==> src/rtl/logic_bist_pkg.sv <==
// logic_bist_pkg: shared op and FSM state encodings for the logic BIST block.
package logic_bist_pkg;
   typedef enum logic [1:0] {IDLE = 2'd0, RUN = 2'd1, DONE = 2'd2} state_e;
   typedef enum logic [2:0] {
      OP_OR   = 3'd0,
      OP_NOTA = 3'd1,
      OP_NAND = 3'd2,
      OP_NOR  = 3'd3,
      OP_XNOR = 3'd4,
      OP_XOR  = 3'd5,
      OP_AND  = 3'd6,
      OP_BUFA = 3'd7
   } op_e;
endpackage

==> src/rtl/logic_unit.sv <==
// logic_unit: bitwise gate function under test, selected by op.
module logic_unit
   import logic_bist_pkg::*;
#(
   parameter int WIDTH = 2
) (
   input  logic [WIDTH-1:0] a,
   input  logic [WIDTH-1:0] b,
   input  logic [2:0]       op,
   output logic [WIDTH-1:0] y
);
   always_comb begin
      case (op_e'(op))
         OP_OR:   y = a | b;
         OP_NOTA: y = ~a;
         OP_NAND: y = ~(a & b);
         OP_NOR:  y = ~(a | b);
         OP_XNOR: y = ~(a ^ b);
         OP_XOR:  y = a ^ b;
         OP_AND:  y = a & b;
         default: y = a;
      endcase
   end
endmodule

==> src/rtl/logic_bist.sv <==
// logic_bist: exhaustive vector sweep of logic_unit with MISR signature compaction.
module logic_bist
   import logic_bist_pkg::*;
#(
   parameter int               WIDTH = 2,
   parameter int               SIG_W = 16,
   parameter logic [SIG_W-1:0] POLY  = 16'h1021,
   parameter logic [SIG_W-1:0] SEED  = '1
) (
   input  logic             clk,
   input  logic             rst_n,
   input  logic             start,
   input  logic [2:0]       op,
   input  logic [SIG_W-1:0] expected,
   output logic [WIDTH-1:0] vec_a,
   output logic [WIDTH-1:0] vec_b,
   output logic [WIDTH-1:0] result,
   output logic             busy,
   output logic             done,
   output logic             pass,
   output logic [SIG_W-1:0] signature
);
   localparam int CW = 2 * WIDTH;
   state_e           state_q, state_d;
   logic [CW-1:0]    cnt_q, cnt_d;
   logic [SIG_W-1:0] sig_q, sig_d, exp_q, exp_d;
   logic [2:0]       op_q, op_d;
   logic             pass_q, pass_d, done_q, start_q, go, last;
   // start is edge-qualified so a held request yields a single run
   assign go        = start & ~start_q;
   assign last      = &cnt_q;
   assign {vec_a, vec_b} = cnt_q;
   assign signature = sig_q;
   assign pass      = pass_q;
   assign done      = done_q;
   logic_unit #(.WIDTH(WIDTH)) u_logic_unit (.a(vec_a), .b(vec_b), .op(op_q), .y(result));
   always_ff @(posedge clk or negedge rst_n) begin
      if (!rst_n) state_q <= IDLE;
      else        state_q <= state_d;
   end
   always_comb begin
      state_d = state_q;
      case (state_q)
         IDLE:    state_d = go ? RUN : IDLE;
         RUN:     state_d = last ? DONE : RUN;
         default: state_d = IDLE;
      endcase
   end
   always_comb busy = (state_q != IDLE);
   always_comb begin
      cnt_d  = cnt_q;
      sig_d  = sig_q;
      op_d   = op_q;
      exp_d  = exp_q;
      pass_d = pass_q;
      if (state_q == IDLE && go) begin
         cnt_d  = '0;
         sig_d  = SEED;
         op_d   = op;
         exp_d  = expected;
         pass_d = 1'b0;
      end else if (state_q == RUN) begin
         cnt_d = cnt_q + CW'(1);
         sig_d = {sig_q[SIG_W-2:0], 1'b0} ^ (sig_q[SIG_W-1] ? POLY : '0) ^ SIG_W'(result);
      end else if (state_q == DONE) begin
         pass_d = (sig_q == exp_q);
      end
   end
   always_ff @(posedge clk or negedge rst_n) begin
      if (!rst_n) begin
         cnt_q   <= '0;
         sig_q   <= SEED;
         op_q    <= '0;
         exp_q   <= '0;
         pass_q  <= 1'b0;
         done_q  <= 1'b0;
         start_q <= 1'b0;
      end else begin
         cnt_q   <= cnt_d;
         sig_q   <= sig_d;
         op_q    <= op_d;
         exp_q   <= exp_d;
         pass_q  <= pass_d;
         done_q  <= (state_q == DONE);
         start_q <= start;
      end
   end
endmodule

==> config.mk <==
export PLATFORM = sky130hd
export DESIGN_NAME = logic_bist
export DESIGN_NICKNAME = d
export VERILOG_FILES = /design/src/rtl/logic_bist_pkg.sv /design/src/rtl/logic_unit.sv /design/src/rtl/logic_bist.sv
export SDC_FILE = /design/constraint.sdc
export NUM_CORES = 1
export LEC_CHECK = 0
export ABC_AREA = 1
export ABC_CLOCK_PERIOD_IN_PS = 2700
export CAP_MARGIN = 20
export CORE_AREA = 2 2 68 70
export CTS_CLUSTER_SIZE = 20
export DETAILED_ROUTE_END_ITERATION = 6
export DIE_AREA = 0 0 70 72
export GPL_ROUTABILITY_DRIVEN = 1
export GPL_TIMING_DRIVEN = 0
export HOLD_SLACK_MARGIN = 0.1
export PLACE_DENSITY = 0.82
export SLEW_MARGIN = 20
export SYNTH_ARGS = -nofsm -noshare
export SYNTH_HDL_FRONTEND = slang
export SYNTH_SLANG_ARGS = --single-unit
==> constraint.sdc <==
create_clock -name clk -period 2.7 [get_ports clk]
set_input_delay 0.405 -clock clk [delete_from_list [all_inputs] [get_ports clk]]
set_output_delay 0.405 -clock clk [all_outputs]
set_load 0.01 [all_outputs]
==> results of run 1 <==
-- state kept, by name (all words and copies together), names as in the netlist --
register   cells
pass           1
cnt_q          4
start_q        1
exp_q         16
done           1
signature     16
op_q           3
state_q        2
-- critical path, stage by stage, from the launching register on --
cell             delay [ns]
dfrtp_2                0.45
inv_1                  0.16
ha_1                   0.28
nand3b_1               0.18
nand2_1                0.07
nor2_1                 0.06
nand3_1                0.12
clkdlybuf4s50_1        0.54
-- logic make-up after synthesis --
kind of cell             share of synthesized area, %
XOR/XNOR                                         2.75
AO/OA/AOI/OAI                                    10.9
flip-flops                                       50.4
buffers and inverters                            7.81
adder cells (fa/ha/maj)                          2.81
AND/OR/NAND/NOR                                  25.4
-- layout make-up --
class	instances	area (sq um)	share of cell area (%)
buffer	10	50.0	1.73
clock buffer	6	72.6	2.51
clock inverter	2	35.0	1.21
inverter	33	124	4.29
multi-input combinational	182	931	32.2
sequential	44	1120	38.9
tap	52	65.1	2.25
timing repair buffer	48	485	16.8
-- final timing paths --
path | start | endpoint | slack, ns | cells past startpoint
max | cnt_q[3]$_DFFE_PN0P_ | result[1] | 0.14 | 7
min | exp_q[12]$_DFFE_PN0P_ | exp_q[12]$_DFFE_PN0P_ | 0.50 | 2
max reg2reg | cnt_q[3]$_DFFE_PN0P_ | signature[1]$_DFFE_PN1P_ | 1.08 | 9
min reg2reg | exp_q[12]$_DFFE_PN0P_ | exp_q[12]$_DFFE_PN0P_ | 0.50 | 2
max in group asynchronous | rst_n | signature[2]$_DFFE_PN1P_ | 1.66 | 3
min in group asynchronous | rst_n | done$_DFF_PN0_ | 0.51 | 2
-- layer usage --
layer | part of all wire (%) | GRT usage, % | vias to the layer above
met4 | 1.0 | 4.27 | 0
met1 | 46 | 29.9 | 906
li1 | - | - | 990
met2 | 47 | 35.9 | 70
met3 | 6.4 | 5.56 | 9
met5 | 0 | 0 | -
-- power breakdown --
part	leakage [nW]	total, mW	internal, mW	switching (mW)
Sequential	0.514	1.37	1.07	0.298
Clock	0.0552	0.503	0.275	0.228
Combinational	0.783	1.82	0.846	0.977
-- layout by cell type (no fill, tap or decap) --
master / instances
o21ai_0: 23
xnor2_1: 5
dfrtp_2: 2
a31oi_1: 1
o2111ai_1: 1
nor3_2: 1
nor3_1: 1
or2_2: 1
nor3_4: 1
dlygate4sd3_1: 1
bufinv_16: 1
nor2_1: 15
dfrtp_1: 26
ha_1: 5
nand3_1: 10
buf_2: 11
nand2_1: 78
xor2_1: 2
inv_2: 6
o211ai_1: 5
a21oi_1: 8
clkbuf_8: 5
inv_1: 27
nand4_1: 15
nand3b_1: 2
buf_12: 1
o31ai_1: 1
clkbuf_1: 1
clkdlybuf4s50_1: 45
nor4_1: 1
nor2_2: 2
a41oi_1: 1
o22ai_1: 3
clkinv_2: 1
dfstp_2: 16
-- timing repair --
| action | in CTS | in global routing |
|---|---|---|
| endpoints found under the hold margin | 10 | 0 |
| setup endpoints to repair | 0 | 2 |
| resized for setup | 0 | 2 |
| hold buffers | 1 | 0 |
-- stage by stage --
stage | hold WS [ns] | setup WS, ns | area, sq um
4_1_cts | 0.500 | 0.0861 | 2880
3_5_place_dp | 0.314 | 0.434 | 2770
5_1_grt | 0.514 | 0.0328 | 2890
3_3_place_gp | 0.474 | 0.125 | 2750
2_1_floorplan | 0.109 | 1.02 | 2230
6_report | 0.498 | 0.137 | 2890
==> out/metrics.csv, run 1 <==
stage,metric,value,unit
outcome,status,"finished, final reports clean",
yosys,main flop type after synthesis,dfrtp_1,
timing,Final Hold Fails,0,
cts,maximum clock insertion buffer count,2,
routing,DRT antenna net count,0,
timing,skew final,0.00449,ns
global_routing,first-pass GRT wire length,8.63,mm
worst_setup_path,CP Class,reg2out,
floorplan,die width,70,microns
timing,Final setup viols,0,
worst_setup_path,crit path DAT,2.16,ns
global_routing,initial antenna violation count,0,
global_routing,GR Overflow Total,0,
yosys,fraction of registers with async set/reset,100,%
routing,aggregate routed wire length,5.24,mm
cts,Root Buffer,clkbuf_8,
floorplan,Die Area,5040,sq um
timing,Final Cycle Share,94.9,%
yosys,synthesized net count,296,
place,I/O Buffers,46,
cts,Clock transition at path regs,0.08,ns
yosys,Avg Synthesized Cell Area,8.27,sq um
cts,postcts setup bufs,0,
floorplan,FP Rows,24,
yosys,most frequent cell after synthesis,nand2_1,
worst_setup_path,Startpoint Class,register,
timing,RSZ-0062 raised after global routing,false,
power,worst vdd ir,0.615,mV
yosys,Area contributors post-synth,"dfrtp_1, dfstp_2, nand2_1",
cts,CTS Buf Count,5,
place,GP Congestion,0.905,
global_routing,GRT Total Usage,21.8,%
run,max cap viols,0,
finish,final core utilization,67.7,%
timing,Max Clock Freq,390,MHz
routing,via count,1975,
timing,Slew Limit Headroom,79.2,%
yosys,register area share after synthesis,50.4,%
worst_setup_path,crit-path max FO,6,
place,Placed Instances,368,
yosys,synth warn,0,
routing,drc violations,0,
finish,P&R area growth vs syn,29.7,%
cts,CTS tree,yes,
cts,TritonCTS Sinks,44,
yosys,most instantiated cells after synthesis,"nand2_1, dfrtp_1, inv_1",
floorplan,Initial Util,52.2,%
yosys,Post-synth EDFFs,0,
timing,Final TNS setup,0,ns
yosys,register bit count reported by yosys,44,
yosys,largest area contributor in the netlist,dfrtp_1,
routing,First-pass DRT Iterations,6,
timing,Tmin final,2.56,ns
floorplan,die height,72,microns
finish,Layout Cells excl Fill,377,
finish,diode count,0,
timing,pin slew with the least headroom to its limit,0.311,ns
yosys,Synth cell types,27,
place,DP HPWL,3.79,mm
timing,final number of max-transition violations,0,
routing,Avg WL per Cell,13.9,microns
power,Power Total,3.69,mW
global_routing,pin count of the biggest net entering global routing,35,
routing,Via-to-Cell Ratio,5.24,
worst_setup_path,required time of the critical path,2.30,ns
power,LEAKAGE,1.35,nW
cts,H-tree Lvls,2,
finish,NumNets Final,351,
finish,FILL cells,367,
worst_setup_path,Crit. End Element,primary output,
routing,initial DRC count,112,
yosys,cell area after synthesis,2230,sq um
yosys,Mapped Cells,269,
floorplan,Ports,47,
yosys,Synth top area share,31.5,%
cts,insertion delay to the later sink of the worst-skew pair,0.30,ns
power,PD cells,1280,nW/um^2
worst_hold_path,Worst Hold Class,reg2reg,
floorplan,core area,4260,sq um
finish,ratio of cells with drive above 1 in the final layout,14.8,%
global_routing,number of global-route vias before repair,1831,
(Power assumes the default switching activity.)
==> run 2: changes to the inputs <==
--- a/config.mk
+++ b/config.mk
@@ -8,14 +8,14 @@
 export ABC_AREA = 1
 export ABC_CLOCK_PERIOD_IN_PS = 2700
 export CAP_MARGIN = 20
-export CORE_AREA = 2 2 68 70
+export CORE_AREA = 2 2 86 88
 export CTS_CLUSTER_SIZE = 20
 export DETAILED_ROUTE_END_ITERATION = 6
-export DIE_AREA = 0 0 70 72
+export DIE_AREA = 0 0 88 90
 export GPL_ROUTABILITY_DRIVEN = 1
 export GPL_TIMING_DRIVEN = 0
 export HOLD_SLACK_MARGIN = 0.1
-export PLACE_DENSITY = 0.82
+export PLACE_DENSITY = 0.55
 export SLEW_MARGIN = 20
 export SYNTH_ARGS = -nofsm -noshare
 export SYNTH_HDL_FRONTEND = slang
==> out/metrics.csv, run 2 (synthesis gave the netlist of run 1 again) <==
stage,metric,value,unit
global_routing,pin count of the biggest net entering global routing,28,
power,LEAKAGE,1.34,nW
power,worst vdd ir,0.435,mV
cts,CTS tree,yes,
floorplan,die height,90,microns
cts,Clock transition at path regs,0.08,ns
worst_setup_path,crit path DAT,2.13,ns
routing,Avg WL per Cell,13.0,microns
global_routing,GRT Total Usage,15.2,%
place,GP Congestion,0.747,
routing,aggregate routed wire length,5.51,mm
cts,postcts setup bufs,0,
timing,RSZ-0062 raised after global routing,false,
finish,NumNets Final,351,
timing,Hold Slack,0.496,ns
floorplan,FP Rows,31,
timing,pin slew with the least headroom to its limit,0.437,ns
timing,Final setup viols,0,
global_routing,GR Overflow Total,0,
routing,First-pass DRT Iterations,4,
worst_setup_path,required time of the critical path,2.30,ns
worst_setup_path,cells along the critical path,inv_1 > ha_1 > nand3b_1 > nand2_1 > nor2_1 > nand3_1 > clkdlybuf4s50_1,
worst_setup_path,worst path bufs/invs,2,
finish,P&R area growth vs syn,31.1,%
worst_setup_path,Startpoint Class,register,
routing,Via-to-Cell Ratio,4.61,
finish,diode count,0,
outcome,status,"finished, final reports clean",
place,I/O Buffers,46,
finish,ratio of cells with drive above 1 in the final layout,14.5,%
floorplan,Ports,47,
finish,"commonest non-fill, non-tap cell in the layout",nand2_1,
routing,DRT antenna net count,0,
cts,CTS Buf Count,5,
timing,Slew Limit Headroom,70.9,%
routing,drc violations,0,
cts,insertion delay to the later sink of the worst-skew pair,0.30,ns
finish,Finished Cell Area,2920,sq um
place,DP Area,2830,sq um
global_routing,initial antenna violation count,0,
floorplan,die width,88,microns
place,Placed Instances,415,
worst_setup_path,Crit. End Element,primary output,
timing,Final Hold Fails,0,
timing,Final Cycle Share,94.0,%
cts,maximum clock insertion buffer count,2,
worst_setup_path,CP Class,reg2out,
worst_setup_path,crit-path leading delay family,buffers and inverters,
timing,Tmin final,2.54,ns
finish,most frequent cells in the layout,"nand2_1, clkdlybuf4s50_1, inv_1, dfrtp_1, o21ai_0",
place,Post-Place Setup Slack,0.426,ns
floorplan,Initial Util,31.7,%
run,max cap viols,0,
worst_setup_path,crit-path max FO,6,
timing,final number of max-transition violations,0,
cts,TritonCTS Sinks,44,
power,Power Total,3.58,mW
global_routing,first-pass GRT wire length,9.58,mm
worst_hold_path,Worst Hold Class,reg2reg,
finish,Layout Cells excl Fill,424,
place,DP HPWL,4.04,mm
routing,via count,1954,
cts,H-tree Lvls,2,
finish,final core utilization,41.6,%
power,PD cells,1230,nW/um^2
floorplan,core area,7020,sq um
global_routing,number of global-route vias before repair,1942,
timing,skew final,0.00628,ns
routing,initial DRC count,72,
worst_setup_path,CP max-delay cell,clkdlybuf4s50_1,
timing,Final TNS setup,0,ns
timing,final worst setup slack,0.162,ns
timing,Max Clock Freq,394,MHz
cts,Root Buffer,clkbuf_8,
worst_setup_path,"slowest stage delay, CP",0.55,ns
floorplan,Die Area,7920,sq um
-- run 2: power breakdown --
group          leakage [nW]  total [mW]  internal (mW)  switching [mW]
Sequential            0.514        1.37           1.07           0.304
Clock                0.0422       0.407          0.182           0.225
Combinational         0.783        1.80          0.844           0.960
-- run 2: final cells by class --
| type | instances | area, sq um |
|---|---|---|
| fillers | 740 | 4100 |
| flip-flops and latches | 44 | 1120 |
| multi-input cells | 182 | 931 |
| repair buffers | 48 | 485 |
| inverters | 33 | 124 |
| well taps | 99 | 124 |
| clock buffers | 7 | 76.3 |
| plain buffers | 10 | 50.0 |
| clock inverters | 1 | 5.00 |
-- run 2: path summary, 6_finish.rpt --
kind / startpoint / endpoint / slack, ns / depth (start not counted)
max in group asynchronous: rst_n / signature[10]$_DFFE_PN1P_ / 1.55 / 3
worst min-delay path: exp_q[10]$_DFFE_PN0P_ / exp_q[10]$_DFFE_PN0P_ / 0.50 / 2
min in group asynchronous: rst_n / exp_q[2]$_DFFE_PN0P_ / 0.58 / 2
worst min register to register: exp_q[10]$_DFFE_PN0P_ / exp_q[10]$_DFFE_PN0P_ / 0.50 / 2
worst max register to register: cnt_q[3]$_DFFE_PN0P_ / signature[1]$_DFFE_PN1P_ / 1.13 / 9
worst max-delay path: cnt_q[3]$_DFFE_PN0P_ / result[1] / 0.16 / 7
-- run 2: layer usage --
layer / vias up / share of wire (%) / GRT usage (%)
li1: 989 / - / -
met4: 0 / 0.76 / 3.08
met1: 909 / 50 / 20.9
met3: 5 / 5.0 / 3.86
met2: 51 / 45 / 24.1
met5: - / 0 / 0
-- run 2: what timing repair did --
item | CTS | global route
hold buffers | 1 | 0
gates resized for setup | 0 | 2
setup endpoints to repair | 0 | 2
hold endpoints to repair | 10 | 0
-- run 2: worst register-to-register path: stages (launching register included) --
cell     delay [ns]
dfrtp_2        0.46
inv_1          0.18
ha_1           0.27
nand4_1        0.09
nand2_1        0.06
nor2_1         0.15
nand3_1        0.13
nand2_1        0.07
nand3_1        0.06
nand2_1        0.06
